File: src/rtl/sprite_pkg.sv
// Shared types and constants for the duck sprite fetch path.
// Frame numbers index 32-pixel-wide cells along the duck strip of the sprite sheet.
package sprite_pkg;

    localparam int ROM_AW = 19;
    localparam int PIX_W  = 4;

    typedef enum logic [1:0] {
        FLY  = 2'd0,
        SHOT = 2'd1,
        FALL = 2'd2
    } duck_state_t;

    localparam logic [2:0] FLY_F0  = 3'd0;
    localparam logic [2:0] SHOT_F  = 3'd3;
    localparam logic [2:0] FALL_F0 = 3'd4;

    // Flying cycles through frames 0 -> 1 -> 2 -> 0.
    function automatic logic [2:0] fly_next_frame(input logic [2:0] f);
        return (f >= 3'd2) ? FLY_F0 : f + 3'd1;
    endfunction

endpackage

File: src/rtl/duck_anim_fsm.sv
// Duck animation state machine: FLY / SHOT / FALL and the sprite frame selection.
// State and frame only advance on frame_tick so a frame never changes mid-scan.
module duck_anim_fsm
    import sprite_pkg::*;
#(
    parameter int ANIM_DIV   = 8,
    parameter int SHOT_TICKS = 30
) (
    input  logic       Clk,
    input  logic       Reset,
    input  logic       frame_tick,
    input  logic       shot,
    input  logic       respawn,
    output logic [1:0] duck_state,
    output logic [2:0] frame_sel
);

    localparam int CNT_MAX = (ANIM_DIV > SHOT_TICKS) ? ANIM_DIV : SHOT_TICKS;
    localparam int CNT_W   = (CNT_MAX > 2) ? $clog2(CNT_MAX) : 1;
    localparam logic [CNT_W-1:0] ANIM_LAST = CNT_W'(ANIM_DIV - 1);
    localparam logic [CNT_W-1:0] SHOT_LAST = CNT_W'(SHOT_TICKS - 1);

    duck_state_t      state_q, state_d;
    logic [2:0]       frame_q, frame_d;
    logic [CNT_W-1:0] cnt_q, cnt_d;
    logic             shot_pend_q, shot_pend_d;
    logic             respawn_pend_q, respawn_pend_d;

    always_ff @(posedge Clk) begin
        if (Reset) begin
            state_q        <= FLY;
            frame_q        <= FLY_F0;
            cnt_q          <= '0;
            shot_pend_q    <= 1'b0;
            respawn_pend_q <= 1'b0;
        end else begin
            state_q        <= state_d;
            frame_q        <= frame_d;
            cnt_q          <= cnt_d;
            shot_pend_q    <= shot_pend_d;
            respawn_pend_q <= respawn_pend_d;
        end
    end

    // Pending flags are sampled in their registered form, so a pulse that
    // coincides with frame_tick takes effect on the following tick.
    always_comb begin
        state_d        = state_q;
        frame_d        = frame_q;
        cnt_d          = cnt_q;
        shot_pend_d    = shot_pend_q | (shot && (state_q == FLY));
        respawn_pend_d = respawn_pend_q | respawn;

        if (frame_tick) begin
            if (respawn_pend_q) begin
                state_d        = FLY;
                frame_d        = FLY_F0;
                cnt_d          = '0;
                shot_pend_d    = 1'b0;
                respawn_pend_d = respawn;
            end else begin
                unique case (state_q)
                    FLY: begin
                        if (shot_pend_q) begin
                            state_d     = SHOT;
                            frame_d     = SHOT_F;
                            cnt_d       = '0;
                            shot_pend_d = 1'b0;
                        end else if (cnt_q == ANIM_LAST) begin
                            cnt_d   = '0;
                            frame_d = fly_next_frame(frame_q);
                        end else begin
                            cnt_d = cnt_q + 1'b1;
                        end
                    end
                    SHOT: begin
                        frame_d = SHOT_F;
                        if (cnt_q == SHOT_LAST) begin
                            state_d = FALL;
                            frame_d = FALL_F0;
                            cnt_d   = '0;
                        end else begin
                            cnt_d = cnt_q + 1'b1;
                        end
                    end
                    FALL: begin
                        if (cnt_q == ANIM_LAST) begin
                            cnt_d   = '0;
                            frame_d = (frame_q == FALL_F0) ? FALL_F0 + 3'd1 : FALL_F0;
                        end else begin
                            cnt_d = cnt_q + 1'b1;
                        end
                    end
                    default: begin
                        state_d = FLY;
                        frame_d = FLY_F0;
                        cnt_d   = '0;
                    end
                endcase
            end
        end
    end

    assign duck_state = state_q;
    assign frame_sel  = frame_q;

endmodule

File: src/rtl/duck_sprite_fetch.sv
// Sprite-sheet ROM read master for the duck: hit test, address generation and
// a fixed 3-cycle alignment of ROM data back to the scan position.
module duck_sprite_fetch
    import sprite_pkg::*;
#(
    parameter int         SPR_W       = 32,
    parameter int         SPR_H       = 32,
    parameter int         SHEET_W     = 480,
    parameter int         SHEET_ROW0  = 0,
    parameter int         ANIM_DIV    = 8,
    parameter int         SHOT_TICKS  = 30,
    parameter logic [3:0] TRANSPARENT = 4'h0
) (
    input  logic        Clk,
    input  logic        Reset,
    input  logic        frame_tick,
    input  logic [9:0]  DrawX,
    input  logic [9:0]  DrawY,
    input  logic [9:0]  spr_x,
    input  logic [9:0]  spr_y,
    input  logic        shot,
    input  logic        respawn,
    output logic [18:0] rom_addr,
    input  logic [3:0]  rom_data,
    output logic        pix_valid,
    output logic [3:0]  pix_index,
    output logic [2:0]  frame_sel,
    output logic [1:0]  duck_state
);

    localparam logic [10:0] SPR_W_L = 11'(SPR_W);
    localparam logic [10:0] SPR_H_L = 11'(SPR_H);

    logic [9:0]        px_q, py_q;
    logic [9:0]        dx, dy;
    logic              hit;
    logic [ROM_AW-1:0] addr_calc;
    logic              hit_d1, hit_d2;
    logic              opaque;

    duck_anim_fsm #(
        .ANIM_DIV   (ANIM_DIV),
        .SHOT_TICKS (SHOT_TICKS)
    ) u_anim (
        .Clk        (Clk),
        .Reset      (Reset),
        .frame_tick (frame_tick),
        .shot       (shot),
        .respawn    (respawn),
        .duck_state (duck_state),
        .frame_sel  (frame_sel)
    );

    always_ff @(posedge Clk) begin
        if (Reset) begin
            px_q <= '0;
            py_q <= '0;
        end else if (frame_tick) begin
            px_q <= spr_x;
            py_q <= spr_y;
        end
    end

    // Wrapping subtract: positions left of / above the box become large and miss.
    assign dx  = DrawX - px_q;
    assign dy  = DrawY - py_q;
    assign hit = ({1'b0, dx} < SPR_W_L) && ({1'b0, dy} < SPR_H_L);

    assign addr_calc = (ROM_AW'(SHEET_ROW0) + ROM_AW'(dy)) * ROM_AW'(SHEET_W)
                     + ROM_AW'(frame_sel) * ROM_AW'(SPR_W)
                     + ROM_AW'(dx);

    assign opaque = hit_d2 && (rom_data != TRANSPARENT);

    // Scan position at t -> address at t+1 -> ROM data at t+2 -> pixel at t+3.
    always_ff @(posedge Clk) begin
        if (Reset) begin
            rom_addr  <= '0;
            hit_d1    <= 1'b0;
            hit_d2    <= 1'b0;
            pix_valid <= 1'b0;
            pix_index <= '0;
        end else begin
            hit_d1    <= hit;
            if (hit) begin
                rom_addr <= addr_calc;
            end
            hit_d2    <= hit_d1;
            pix_valid <= opaque;
            pix_index <= opaque ? rom_data : 4'h0;
        end
    end

endmodule

File: config.mk
export PLATFORM = sky130hd
export DESIGN_NAME = duck_sprite_fetch
export DESIGN_NICKNAME = d
export VERILOG_FILES = /design/src/rtl/sprite_pkg.sv /design/src/rtl/duck_anim_fsm.sv /design/src/rtl/duck_sprite_fetch.sv
export SDC_FILE = /design/constraint.sdc
export NUM_CORES = 1
export LEC_CHECK = 0
export BUFFER_PORTS_ARGS = -buffer_cell sky130_fd_sc_hd__buf_2
export CORE_ASPECT_RATIO = 0.5
export CORE_UTILIZATION = 35
export DETAILED_ROUTE_END_ITERATION = 16
export GPL_TIMING_DRIVEN = 0
export PLACE_DENSITY_LB_ADDON = 0.05
export SETUP_SLACK_MARGIN = 0.15
export SKIP_LAST_GASP = 1
export SLEW_MARGIN = 5
export SYNTH_ARGS = -nofsm -noshare
export SYNTH_HDL_FRONTEND = slang
export SYNTH_SLANG_ARGS = --single-unit
File: constraint.sdc
create_clock -name Clk -period 7.6 [get_ports Clk]
set_input_delay 0.38 -clock Clk [delete_from_list [all_inputs] [get_ports Clk]]
set_output_delay 0.38 -clock Clk [all_outputs]
set_load 0.1 [all_outputs]
# == After elaboration in Yosys (flattened, before gate mapping) ==
# Cells that the tools add are included.
# word_totals
register_bits,58
input_bits,49
wordCells,66
# op_classes
add_sub_neg,6
n_mul,1
order_cmp,3
eq_ne,10
muxes,23
bitwise_logic,3
reduce_logical,8
# ops
op,count
"less-than comparator 10 x 6 -> 1 bit, second input constant",2
2-to-1 mux 5 bit,4
subtractor 10 bit,2
adder 19 x 10 -> 19 bit,1
adder 19 x 8 -> 19 bit,1
2-to-1 mux 3 bit,6
case mux 5 bit (3 select lines),1
"multiplier 10 x 4 -> 14 bit, second input constant",1
"inequality test 3 x 1 -> 1 bit, second input constant",3
case mux 3 bit (3 select lines),1
2-to-1 mux 1 bit,7
2-to-1 mux 2 bit,3
case mux 2 bit (3 select lines),1
"adder 5 x 1 -> 5 bit, second input constant",1
"== test 5 x 3 -> 1 bit, second input constant",1
"== test 5 bit, second input constant",1
"inequality test 4 x 2 -> 1 bit, second input constant",1
AND reduction 4 bit,1
nonzero test 4 bit,1
"adder 3 x 1 -> 3 bit, second input constant",1
"== test 3 bit, second input constant",1
">= comparator 3 x 2 -> 1 bit, second input constant",1
logical AND 1 bit,3
AND reduction 3 bit,1
7 further kinds,8

# == Logic depth before layout (Yosys ltp) ==
# logic_depth
word_depth,7
depth_mapped,24
depth_no_buf,24

# == Hierarchy ==
# From an unflattened synthesis, not the netlist that was laid out.
# hier_totals
cells_unflattened,543
area_unflattened_um2,4793.3
# by_module_without_submodules
mod,n_inst,cells_per_inst,area_per_inst_um2
duck_sprite_fetch,1,448,4040.1
duck_anim_fsm,1,95,753.2

# == Worst setup path before layout ==
# Ideal clock, no wire load.
# synth_path
path_type,in2reg
from,in DrawY[0]
to,reg rom_addr[18]
setup_time_ns,0.080
arrival_ns,4.993
required_time_ns,7.520
setup_slack_ns,2.528
path_stages,22
cell_sequence,inv_1 > ha_1 > fa_1 > nor2b_1 > o21ai_0 > nand2b_1 > a21o_1 > a21o_1 > xor2_1 > inv_1 > fa_1 > fa_1 > inv_1 > ha_1 > or2_2 > o211ai_1 > a311oi_2 > nor4b_2 > and3b_1 > nand4_1 > xnor3_1 > a211oi_2
# synth_via
elab_chain_cells,4
# synth_rtl
item,line_no,source
from (decl),duck_sprite_fetch.sv:18,"input logic [9:0] DrawY,"
subtractor 10 bit (*),duck_sprite_fetch.sv:66,assign dy = DrawY - py_q;
multiplier 10 x 4 -> 14 bit,duck_sprite_fetch.sv:69,assign addr_calc = (ROM_AW'(SHEET_ROW0) + ROM_AW'(dy)) * ROM_AW'(SHEET_W)
adder 19 x 8 -> 19 bit,duck_sprite_fetch.sv:70,+ ROM_AW'(frame_sel) * ROM_AW'(SPR_W)
adder 19 x 10 -> 19 bit,duck_sprite_fetch.sv:71,+ ROM_AW'(dx);
to (signal assigned),duck_sprite_fetch.sv:86,rom_addr <= addr_calc;
to (decl),duck_sprite_fetch.sv:23,"output logic [18:0] rom_addr,"
# Every way passes the cells marked *; elsewhere a longest branch is shown, timed or not.
# A chain may end at the register's enable or synchronous reset.

# == Worst setup path after layout ==
# layout_path
from,reg py_q[0]
to,reg rom_addr[18]
# layout_via
elab_chain_cells,4
# layout_rtl
item,line_no,source
from (decl),duck_sprite_fetch.sv:34,"logic [9:0] px_q, py_q;"
from (signal assigned),duck_sprite_fetch.sv:60,py_q <= spr_y;
subtractor 10 bit (*),duck_sprite_fetch.sv:66,
multiplier 10 x 4 -> 14 bit,duck_sprite_fetch.sv:69,
adder 19 x 8 -> 19 bit,duck_sprite_fetch.sv:70,
adder 19 x 10 -> 19 bit,duck_sprite_fetch.sv:71,
# Marks and branches as above.

==> impl_results.md <==
* Run status: finished, violations left
* Failing checks: DRC
* Dpl cells at 792
* Post-Place Worst Slack at 1.90 ns
* Row cnt at 29
* Yosys top cell by area: dfxtp_1
* Multi-input gate area at 0.00318 mm2
* Worst Skew at 0.00691 ns
* Area grow syn2layout at 19.8%
* Setup bufs post-CTS at 0
* Leakage at 2.64 nW
* Hold buffers post-CTS at 0
* DIE HEIGHT at 83.7 um
* Fin Setup TNS at 0 ns
* Netlist Area Pre-Place at 0.00467 mm2
* Hpwl dp at 8.78 mm
* Initial antenna violation count at 0
* F_max at 183 MHz
* Post-DP Area at 0.00526 mm2
* N_diodes at 0
* Pwr Density at 396 mW/mm2
* Unrepaired setup endpoints after global routing: false
* Max cap viols at 0
* Drt first pass iters at 10
* Critical-path top delay cell: fa_1
* Final WL at 10.9 mm
* Tmin final at 5.47 ns
* GPL Wtd Cong at 0.763
* Comb pwr share at 65.2%
* Power share of the clock group at 20.2%
* Worst-Skew Late Latency at 0.33 ns
* IO Pins at 78
* GRT Total Usage at 17.2%
* Maximum clock path buffer count at 2
* Area of the core at 0.0128 mm2
* Cell count after synthesis at 546
* Area contributors post-synth: dfxtp_1 (25%), ha_1 (14%), fa_1 (9.0%)
* Crit share post-route at 72.0%
* Pwr Total at 2.21 mW
* Crit end category: flip-flop
* CTS tree: done
* Share of layout cells above drive strength 1 at 16.8%
* Rel. slew slack at 47.6%
* IO buf count at 76
* H-tree depth at 3
* Endpoints failing hold at 0
* Clock Sinks at 58
* Sequential share of the synthesized area at 24.9%
* Detailed-route via count at 3898
* DIE WIDTH at 165 um
* Fin area at 0.00559 mm2
* Post-synth EDFFs at 0
* Root buf cell: clkbuf_16
* Worst-path clk slew at 0.05 ns
* Non-filler cells, final at 808
* Final setup viols at 0
* Slew of the pin with the lowest slew margin at 0.776 ns
* Reg area at 0.00116 mm2
* Drt wl/cell at 13.5 um
* Largest net degree at the start of global routing at 11
* TritonCTS Buffers at 9
* Worst hold slack at 0.270 ns
* Vias in the first global route at 3919
* Pins Over Slew Limit at 0
* Synth top area share at 24.9%
* Avg Vias per Cell at 4.82
* Net Sw Frac at 43.9%
* Drc violations at 2
* Synth Register Bits at 58
* Die area at 0.0138 mm2
* Commonest cells in the netlist: inv_1 (66), nor2_1 (66), dfxtp_1 (58)
* Peak supply drop at 0.199 mV
* Worst Setup Start Kind: flip-flop
* Final Util at 43.5%
* Sw power at 0.973 mW
* FILL cells at 1351
* Initial drt markers at 128
* Post-CTS sizing at 0
* CP dominant cell by count: fa_1
* Library cells used by synthesis at 61
* Post-Syn Area per Cell at 8.55 um2
* Setup WS post-layout at 2.13 ns
* Crit-path max cell delay at 0.55 ns
* Syn_nets at 668
* Worst min-delay path class: in2reg
* CP Class: reg2reg
* First-pass GRT wire length at 18.7 mm
* Nets at 755
* Async set-reset flop share out of synthesis at 0%
* Critical path, cell by cell: ha_1 > fa_1 > nor2b_1 > o21ai_0 > nand2b_1 > a21o_1 > a21o_1 > xor2_1 > inv_1 > fa_1 > fa_1 > inv_1 > ha_1 > or2_2 > o211ai_1 > a311oi_2 > nor4b_2 > and3b_1 > nand4_1 > xnor3_1 > a211oi_2
* YS warnings at 0
* Starting density of the core at 36.4%
* Seq pwr share at 14.7%
* Synth Flop Type: dfxtp_1
* Maximum fanout along the worst path at 7
* Int Power at 1.24 mW
* Final ANT Viol Nets at 0
* Crit path DAT at 5.71 ns
* Gr ovfl total at 0
* Worst EP required at 7.84 ns
## layout by cell type (no fill, tap or decap), types with 4 or more instances in the layout
cell	count
xor2_1	12
clkbuf_1	13
xnor2_1	15
nand2b_1	6
ha_1	52
fa_1	21
nand3_1	5
dfxtp_1	58
nand3b_1	5
and2_1	8
nor2_1	66
clkbuf_16	9
nor3_1	10
and3_1	7
nor2b_1	6
o21a_1	6
a21oi_1	31
nand4_1	4
buf_2	77
nand2_1	30
a31oi_1	6
a21o_1	11
o21ai_0	16
a211oi_1	12
mux2i_1	21
inv_1	66
## worst paths after layout
| path | start | endpoint | slack [ns] | cells after the start |
|---|---|---|---|---|
| worst max register to register | py_q[0] | rom_addr[18] | 2.13 | 21 |
| worst min-delay path | rom_data[3] | pix_index[3] | 0.27 | 2 |
| worst max-delay path | py_q[0] | rom_addr[18] | 2.13 | 21 |
| worst min register to register | rom_addr[2] | rom_addr[2] | 0.45 | 2 |
## critical path, delay by kind of cell (launching register included)
kind | cells | cell delay [ns]
adders and majority gates | 5 | 2.03
and+or+nand+nor | 6 | 1.35
AOI/OAI and AO/OA | 6 | 0.86
xor gates and xnor gates | 2 | 0.63
DFF | 1 | 0.31
buffers and inverters | 2 | 0.22
## routing by layer
layer / GRT usage (%) / vias up / routed length, um
met4: 3.72 / 0 / 97
met2: 25.4 / 50 / 4310
li1: - / 2053 / -
met3: 3.68 / 12 / 366
met1: 25.4 / 1783 / 6110
met5: 0 / - / 0
## power by group through the flow
stage               logic, mW  registers (mW)  clock network, mW
finish                   1.44           0.325              0.447
detailed placement       1.44           0.331                  0
global route             1.68           0.326              0.474
CTS                      1.46           0.325              0.460
global placement         1.45           0.331                  0
floorplan                1.16           0.354                  0
## kinds of logic (layout without fill, tap and decap cells)
| logic type | after synthesis | in the layout | share of synthesized area, % |
|---|---|---|---|
| multiplexers | 21 | 21 | 4.50 |
| AND/OR/NAND/NOR | 166 | 166 | 17.6 |
| XOR/XNOR | 28 | 28 | 5.55 |
| AO/OA/AOI/OAI | 117 | 117 | 17.4 |
| adder cells (fa/ha/maj) | 73 | 73 | 22.9 |
| flip-flops | 58 | 58 | 24.9 |
| buffers and inverters | 83 | 175 | 7.13 |
## flip-flops by register name (all words and copies together) (netlist names)
register / cells
rom_addr: 19
pix_valid: 1
py_q: 10
hit_d1: 1
u_anim.frame_sel: 3
u_anim.cnt_q: 5
u_anim.respawn_pend_q: 1
u_anim.duck_state: 2
pix_index: 4
px_q: 10
u_anim.shot_pend_q: 1
hit_d2: 1
## layout make-up
cell class | count | area share, %
Clock inverter | 4 | 1.32
Inverter | 66 | 4.43
Clock buffer | 12 | 4.59
Sequential cell | 58 | 20.8
Buffer | 17 | 1.52
Multi-Input combinational cell | 405 | 56.8
Tap cell | 170 | 3.80
Timing Repair Buffer | 76 | 6.80
Power figures use the tool's default switching activity.
